<file path="src/rtl/pdm_pulse_generator.sv">
// Framed pulse-density bitstream source.
// Each frame is NUMBER_OF_SAMPLES cycles long and carries exactly code_active
// ones, spread evenly by a first-order error-feedback accumulator. New codes
// arrive over a valid/ready handshake into a single pending slot and are only
// picked up at frame boundaries (or at the IDLE->RUN edge).
module pdm_pulse_generator #(
  parameter int NUMBER_OF_SAMPLES = 1650
) (
  input  logic                                   clk,
  input  logic                                   rst,
  input  logic                                   enable,
  input  logic [$clog2(NUMBER_OF_SAMPLES+1)-1:0] code_in,
  input  logic                                   code_valid,
  output logic                                   code_ready,
  output logic                                   pulse,
  output logic                                   busy,
  output logic                                   frame_first,
  output logic                                   frame_last
);

  localparam int N      = NUMBER_OF_SAMPLES;
  localparam int IDX_W  = $clog2(N);
  localparam int ACC_W  = IDX_W + 1;
  localparam int CODE_W = $clog2(N + 1);

  localparam logic [IDX_W-1:0]  LAST_IDX = IDX_W'(N - 1);
  localparam logic [CODE_W-1:0] N_CODE   = CODE_W'(N);
  localparam logic [ACC_W-1:0]  N_ACC    = ACC_W'(N);

  localparam logic [0:0] S_IDLE = 1'b0;
  localparam logic [0:0] S_RUN  = 1'b1;

  // Requests above one-per-sample saturate to a solid-ones frame.
  function automatic logic [CODE_W-1:0] clamp_code(input logic [CODE_W-1:0] c);
    return (c > N_CODE) ? N_CODE : c;
  endfunction

  logic [0:0]        state;
  logic [IDX_W-1:0]  idx;
  logic [ACC_W-1:0]  acc;
  logic [ACC_W-1:0]  acc_sum;
  logic [CODE_W-1:0] code_active;
  logic [CODE_W-1:0] pending;
  logic              pending_valid;
  logic              xfer;
  logic              at_last;
  logic              load_pt;

  assign code_ready = !pending_valid;
  assign xfer       = code_valid && code_ready;
  assign at_last    = (idx == LAST_IDX);
  // Codes are swapped either when leaving IDLE or on the last sample edge.
  assign load_pt    = (state == S_IDLE) ? enable : at_last;
  // acc < N and code_active <= N, so the sum stays below 2N and fits ACC_W.
  assign acc_sum    = acc + ACC_W'(code_active);

  // Pending slot and active-code selection; bypass when the slot is empty.
  always_ff @(posedge clk or posedge rst) begin
    if (rst) begin
      code_active   <= '0;
      pending       <= '0;
      pending_valid <= 1'b0;
    end else begin
      if (xfer) pending <= clamp_code(code_in);
      if (load_pt) begin
        if (pending_valid) begin
          code_active   <= pending;
          pending_valid <= 1'b0;
        end else if (xfer) begin
          code_active <= clamp_code(code_in);
        end
      end else if (xfer) begin
        pending_valid <= 1'b1;
      end
    end
  end

  // Frame sequencer and error-feedback modulator with registered outputs.
  always_ff @(posedge clk or posedge rst) begin
    if (rst) begin
      state       <= S_IDLE;
      idx         <= '0;
      acc         <= '0;
      pulse       <= 1'b0;
      busy        <= 1'b0;
      frame_first <= 1'b0;
      frame_last  <= 1'b0;
    end else begin
      case (state)
        S_RUN: begin
          if (acc_sum >= N_ACC) begin
            pulse <= 1'b1;
            acc   <= acc_sum - N_ACC;
          end else begin
            pulse <= 1'b0;
            acc   <= acc_sum;
          end
          busy        <= 1'b1;
          frame_first <= (idx == '0);
          frame_last  <= at_last;
          if (at_last) begin
            // Residue is discarded so every frame starts from a clean slate.
            acc   <= '0;
            idx   <= '0;
            state <= enable ? S_RUN : S_IDLE;
          end else begin
            idx <= idx + 1'b1;
          end
        end
        default: begin
          pulse       <= 1'b0;
          busy        <= 1'b0;
          frame_first <= 1'b0;
          frame_last  <= 1'b0;
          if (enable) begin
            idx   <= '0;
            acc   <= '0;
            state <= S_RUN;
          end
        end
      endcase
    end
  end

endmodule

</file>
<file path="config.mk">
export PLATFORM = sky130hd
export DESIGN_NAME = pdm_pulse_generator
export DESIGN_NICKNAME = d
export VERILOG_FILES = /design/src/rtl/pdm_pulse_generator.sv
export SDC_FILE = /design/constraint.sdc
export NUM_CORES = 1
export LEC_CHECK = 0
export CORE_MARGIN = 3
export CORE_UTILIZATION = 30
export DETAILED_ROUTE_END_ITERATION = 6
export GPL_ROUTABILITY_DRIVEN = 0
export SKIP_CTS_REPAIR_TIMING = 1
export SLEW_MARGIN = 20
export SYNTH_ARGS = -nofsm -noshare
export SYNTH_HDL_FRONTEND = slang
export SYNTH_SLANG_ARGS = --single-unit
export TNS_END_PERCENT = 50
</file>
<file path="constraint.sdc">
create_clock -name clk -period 3.5 [get_ports clk]
set_input_delay 0.7 -clock clk [delete_from_list [all_inputs] [get_ports clk]]
set_output_delay 0.7 -clock clk [all_outputs]
set_load 0.03 [all_outputs]
</file>
==> flow_summary.json, run 1 <==
{
  "dieArea_um2": 11670,
  "worstPathRequired_ns": 3.74,
  "drive_gt1_share_pct": 7.438,
  "holdCritPathClass": "register to register",
  "die_x_um": 108.0,
  "core_um2": 9955,
  "clk_path_buf_depth": 2,
  "antenna_found_initial": 0,
  "cts_root_buf": "clkbuf_8",
  "critPathKind": "register to register",
  "crit_start": "acc[0]$_DFFE_PP0P_",
  "final-setup-viol-count": 0,
  "synth.largest_area_cell": "dfrtp_1",
  "cts_tree": "done",
  "drv_slew": 0,
  "ios": 20,
  "ys_ff_latch": 51,
  "synth_area_per_cell_um2": 8.919,
  "status": "completed",
  "dieHeight_um": 108.0,
  "antenna_cells": 0,
  "rr_startpoint": "acc[0]$_DFFE_PP0P_",
  "skew_ns": 0.004862,
  "yosysWarnings": 0,
  "min_period_ns": 3.203,
  "fill_cells": 1016,
  "worst_pin_slew_ns": 0.7793,
  "rsz0062_at_grt": "false",
  "final_hold_viol_count": 0,
  "cts_made_buffers": 5,
  "setup-tns-final_ns": 0,
  "grt_pass1_vias": 2417,
  "period_share_pct": 91.51,
  "synth-main-ff-cell": "dfrtp_1",
  "area_delta_synth_final_pct": 11.86,
  "grtUsageTotal_pct": 11.92,
  "dp_hpwl_um": 4793,
  "synth_edf_count": 0,
  "nets": 395,
  "drt-total-wl_um": 6568,
  "ir_worst_vdd_mv": 0.2271,
  "synth_top_area_share_pct": 40.88,
  "cts_htree_levels": 2,
  "grt_pass1_wl_um": 11270,
  "clock_latency_ns": 0.30,
  "r2r_setup_slack_ns": 0.30,
  "final_antenna_net_count": 0,
  "slew_headroom_pct": 47.76,
  "portBuffers": 19,
  "clock_sink_count": 51,
  "synth_area_um2": 3122,
  "synth_area_leaders": "dfrtp_1, ha_1, o21ai_0",
  "p_per_area_nw_per_um2": 672.0,
  "worstSetupEndpointType": "register",
  "postLayoutCoreUtil_pct": 35.08,
  "synth_nets": 381,
  "max_freq_ghz": 0.3122,
  "grt_overflow": 0,
  "crit_arrival_ns": 3.45,
  "ys_seq_area_share_pct": 40.88,
  "rr_endpoint": "acc[5]$_DFFE_PP0P_",
  "critPathLaunchType": "register",
  "dr.pass1.iters": 4,
  "synthDistinctLibCells": 62,
  "start_util_pct": 31.36,
  "drv_cap": 0,
  "rows": 36,
  "drt_iter0_drc": 123,
  "p_leak_nw": 1.512,
  "drcViolationCount": 0,
  "worst-path-max-fanout": 14,
  "rr_worst_depth": 10,
  "vias": 2528,
  "async_flop_share_pct": 100.0,
  "routedWlPerCell_um": 13.24,
  "clk_pin_slew_ns": 0.09,
  "syn_inst": 350,
  "critPathCapture": "acc[5]$_DFFE_PP0P_",
  "grt_max_degree": 27,
  "whs_ns": 0.4866,
  "vias_per_cell": 5.097
}
## Yosys cell counts, types with 2 or more instances
cell type	n
a211o_1	2
a21boi_0	2
a21o_1	3
a21oi_1	28
a22o_1	4
a31oi_1	5
a32oi_1	2
and2_1	4
and3_1	5
buf_2	4
buf_6	3
clkbuf_1	8
dfrtp_1	51
ha_1	15
inv_1	6
mux2_2	2
mux2i_1	6
nand2_1	41
nand2b_1	3
nand3_1	16
nand4_1	5
nor2_1	42
nor2b_1	3
nor3_1	4
o211ai_1	2
o21ai_0	37
o21ai_1	2
or2_2	2
or4_1	3
or4b_1	2
xnor2_1	5
xor2_1	3
## flip-flops by register name, summed over array words and instances (netlist names)
name and flops:
busy 1, frame_last 1, pending 11, pulse 1, state 1, acc 12, code_active 11, idx 11
frame_first 1, pending_valid 1
## kinds of logic (layout without fill, tap and decap cells)
| logic type | after synthesis | in the layout | share of synthesized area (%) |
|---|---|---|---|
| multiplexers | 9 | 9 | 3.126 |
| buffers and inverters | 23 | 36 | 3.807 |
| adder cells (fa/ha/maj) | 16 | 16 | 6.653 |
| AO/OA/AOI/OAI | 100 | 100 | 20.44 |
| flip-flops | 51 | 51 | 40.88 |
| AND/OR/NAND/NOR | 142 | 142 | 22.33 |
| XOR/XNOR | 9 | 9 | 2.766 |
## routing by layer
metal / GRT usage (%) / up-vias / share of wire (%)
li1: - / 1274 / -
met1: 16.12 / 1207 / 50
met2: 18.92 / 38 / 46
met3: 2.567 / 9 / 3.2
met4: 4.148 / 0 / 1.3
met5: 0 / - / 0
## placed cells by master (no fill, tap or decap), types with 4 or more instances in the layout
| cell type | count |
|---|---|
| a21oi_1 | 28 |
| a22o_1 | 4 |
| a31oi_1 | 5 |
| and2_1 | 4 |
| and3_1 | 5 |
| buf_4 | 5 |
| clkbuf_8 | 5 |
| clkdlybuf4s50_1 | 19 |
| dfrtp_1 | 51 |
| ha_1 | 15 |
| inv_1 | 5 |
| mux2i_1 | 6 |
| nand2_1 | 41 |
| nand3_1 | 16 |
| nand4_1 | 5 |
| nor2_1 | 42 |
| nor3_1 | 4 |
| o21ai_0 | 37 |
| xnor2_1 | 5 |
## where the power goes
group	leakage (nW)	switching (mW)	total [mW]	internal, mW
clock network	0.0371	0.184	0.318	0.134
logic	0.847	0.692	1.26	0.570
registers	0.627	0.0708	0.767	0.696
## critical path: stages, from the launching register on
cell	delay, ns
dfrtp_1	0.40
ha_1	0.23
fa_1	0.42
a211oi_2	0.30
o21bai_2	0.13
a21o_2	0.24
xor2_1	0.33
a211o_1	0.28
a31oi_4	0.20
or4b_1	0.53
nand3_1	0.08
## worst min-delay path by stage
stage	from	endpoint	slack (ns)	depth (start not counted)
2_1_floorplan	idx[6]$_DFFE_PP0P_	frame_first$_DFF_PP0_	0.44	1
3_3_place_gp	pending[5]$_DFFE_PP0P_	pending[5]$_DFFE_PP0P_	0.46	2
3_5_place_dp	pending[6]$_DFFE_PP0P_	pending[6]$_DFFE_PP0P_	0.47	2
4_1_cts	pending[4]$_DFFE_PP0P_	pending[4]$_DFFE_PP0P_	0.49	2
5_1_grt	idx[6]$_DFFE_PP0P_	frame_first$_DFF_PP0_	0.51	1
6_report	pending[4]$_DFFE_PP0P_	pending[4]$_DFFE_PP0P_	0.49	2
## cell type report
type | instances | area (um2) | share of cell area, %
multi-input cells | 276 | 1727 | 49.44
inverters | 6 | 22.52 | 0.6449
flip-flops and latches | 51 | 1276 | 36.55
clock buffers | 6 | 72.57 | 2.078
well taps | 133 | 166.4 | 4.765
repair buffers | 24 | 227.7 | 6.521
## through the flow
stage	setup slack (ns)	std cells	instance area, um2	total power, mW
2_1_floorplan	0.6035	350	3122	1.823
3_3_place_gp	0.4079	490	3420	1.983
4_1_cts	0.2827	496	3492	2.358
5_1_grt	0.03249	496	3492	2.559
6_report	0.2971	496	3492	2.347
3_5_place_dp	0.2925	490	3420	2.038
Power figures use the tool's default switching activity.
==> run 2: changes to the inputs <==
--- a/config.mk
+++ b/config.mk
@@ -5,7 +5,7 @@
 export SDC_FILE = /design/constraint.sdc
 export NUM_CORES = 1
 export LEC_CHECK = 0
-export CORE_MARGIN = 3
+export CORE_MARGIN = 5
 export CORE_UTILIZATION = 30
 export DETAILED_ROUTE_END_ITERATION = 6
 export GPL_ROUTABILITY_DRIVEN = 0
==> run 2 against run 1 <==
Net effect: sequential cell count did not move; setup slack improved by 0.0075 ns; critical path depth did not move; critical endpoint unchanged; cell count rose by 1.6%; global-route usage fell by 1.3 points; register-to-register slack barely moved; highest routed layer unchanged; sequential share of layout area fell by 0.40 points; clock-buffer cell count did not move.
==> flow_summary.json, run 2 (same netlist as run 1, synthesis figures left out) <==
{
  "worstPathRequired_ns": 3.74,
  "worst_pin_slew_ns": 0.7922,
  "drt-total-wl_um": 6376,
  "rows": 37,
  "dieArea_um2": 12550,
  "regArea_um2": 1276,
  "cts_htree_levels": 2,
  "min_period_ns": 3.195,
  "rr_worst_depth": 10,
  "worst-path-stages": 10,
  "grt_pass1_vias": 2468,
  "drv_cap": 0,
  "critPathLaunchType": "register",
  "fill_cells": 1079,
  "routed.top_layer": "met4",
  "grt_pass1_wl_um": 11400,
  "mostFrequentLayoutCells": "dfrtp_1, nor2_1, nand2_1",
  "worstSetupEndpointType": "register",
  "cts_made_buffers": 5,
  "final_hold_viol_count": 0,
  "drive_gt1_share_pct": 8.696,
  "clock_sink_count": 51,
  "dieHeight_um": 112.0,
  "period_share_pct": 91.30,
  "status": "completed",
  "rsz0062_at_grt": "false",
  "die_x_um": 112.0,
  "portBuffers": 19,
  "ir_worst_vdd_mv": 0.2344,
  "holdPathStages": 2,
  "final-setup-viol-count": 0,
  "grt_overflow": 0,
  "drcViolationCount": 0,
  "pwr-share-seq_pct": 32.5,
  "p_int_mw": 1.408,
  "cts_tree": "done",
  "power_mw": 2.352,
  "crit_chain": "ha_1, fa_1, a211oi_2, o21bai_2, a21o_2, xor2_1, a211o_1, a31oi_4, or4b_1, nand3_1",
  "crit_arrival_ns": 3.43,
  "antenna_cells": 0,
  "met2_wirelength_um": 2953,
  "setup-tns-final_ns": 0,
  "p_per_area_nw_per_um2": 666.0,
  "p_clk_share_pct": 14.3,
  "skew_ns": 0.007908,
  "clk_path_buf_depth": 2,
  "holdCritPathClass": "register to register",
  "switchingPower_mw": 0.9440,
  "cp_top_family": "compound AO/OA/AOI/OAI gates",
  "multi_input_area_um2": 1727,
  "drv_slew": 0,
  "vias": 2527,
  "antenna_found_initial": 0,
  "ios": 20,
  "vias_per_cell": 5.014,
  "cts_root_buf": "clkbuf_8",
  "nets": 398,
  "dr.pass1.iters": 4,
  "critPathKind": "register to register",
  "drt_iter0_drc": 100,
  "power_frac_comb_pct": 53.2,
  "wl_met3_um": 245,
  "routedWlPerCell_um": 12.65,
  "final_antenna_net_count": 0,
  "area_delta_synth_final_pct": 13.11,
  "crit_slowest_cell": "or4b_1",
  "worst-path-max-fanout": 14,
  "layout_commonest_cell": "dfrtp_1",
  "dp_hpwl_um": 4776,
  "grtUsageTotal_pct": 10.58,
  "wl_met1_um": 3139,
  "largest_reg_flops": 12,
  "critical_path.max_stage_delay_ns": 0.52,
  "core_um2": 10230,
  "clk_pin_slew_ns": 0.10,
  "p_leak_nw": 1.532,
  "netSwitchingFraction_pct": 40.14,
  "clock_latency_ns": 0.30,
  "path_buf_inv": 0,
  "grt_max_degree": 26,
  "regMostFlops": "acc",
  "slew_headroom_pct": 47.08,
  "start_util_pct": 30.51,
  "max_freq_ghz": 0.3129
}
## run 2: tightest hold or removal path, stage by stage (launching register included)
cell and delay [ns]:
dfrtp_1 0.36, nand2_1 0.04, o21ai_0 0.06
## run 2: path summary, 6_finish.rpt
check                                        from                      to  slack [ns]
max                            acc[0]$_DFFE_PP0P_      acc[5]$_DFFE_PP0P_        0.30
min                        pending[5]$_DFFE_PP0P_  pending[5]$_DFFE_PP0P_        0.49
max reg2reg                    acc[0]$_DFFE_PP0P_      acc[5]$_DFFE_PP0P_        0.30
min reg2reg                pending[5]$_DFFE_PP0P_  pending[5]$_DFFE_PP0P_        0.49
max in group asynchronous                     rst      acc[4]$_DFFE_PP0P_        2.31
min in group asynchronous                     rst  pending[0]$_DFFE_PP0P_        0.61
## run 2: final cells by class
cell class	instances	share of cell area, %
flip-flops and latches	51	36.14
repair buffers	27	7.087
inverters	6	0.6378
clock buffers	6	2.055
multi-input cells	276	48.90
clock inverters	2	0.3544
well taps	136	4.819
## run 2: power by group through the flow
stage,registers [mW],logic (mW),clock network (mW)
2_1_floorplan,0.760,1.06,0
3_3_place_gp,0.775,1.21,0
3_5_place_dp,0.772,1.26,0
4_1_cts,0.764,1.25,0.353
5_1_grt,0.773,1.41,0.376
6_report,0.764,1.25,0.336
## run 2: routing by layer
layer,vias to the layer above,GRT usage (%)
li1,1292,-
met1,1188,14.11
met2,45,17.87
met3,2,2.210
met4,0,2.163
met5,-,0
## run 2: through the flow
| step | instances | instance area [um2] | hold slack [ns] | worst slack (ns) | utilization (%) |
|---|---|---|---|---|---|
| 5_1_grt | 504 | 3531 | 0.5179 | 0.02915 | 34.51 |
| 6_report | 504 | 3531 | 0.4899 | 0.3045 | 34.51 |
| 3_5_place_dp | 496 | 3446 | 0.4710 | 0.3284 | 33.68 |
| 4_1_cts | 504 | 3531 | 0.4923 | 0.3024 | 34.51 |
| 3_3_place_gp | 496 | 3446 | 0.4609 | 0.4109 | 33.68 |
| 2_1_floorplan | 350 | 3122 | 0.4375 | 0.6035 | - |
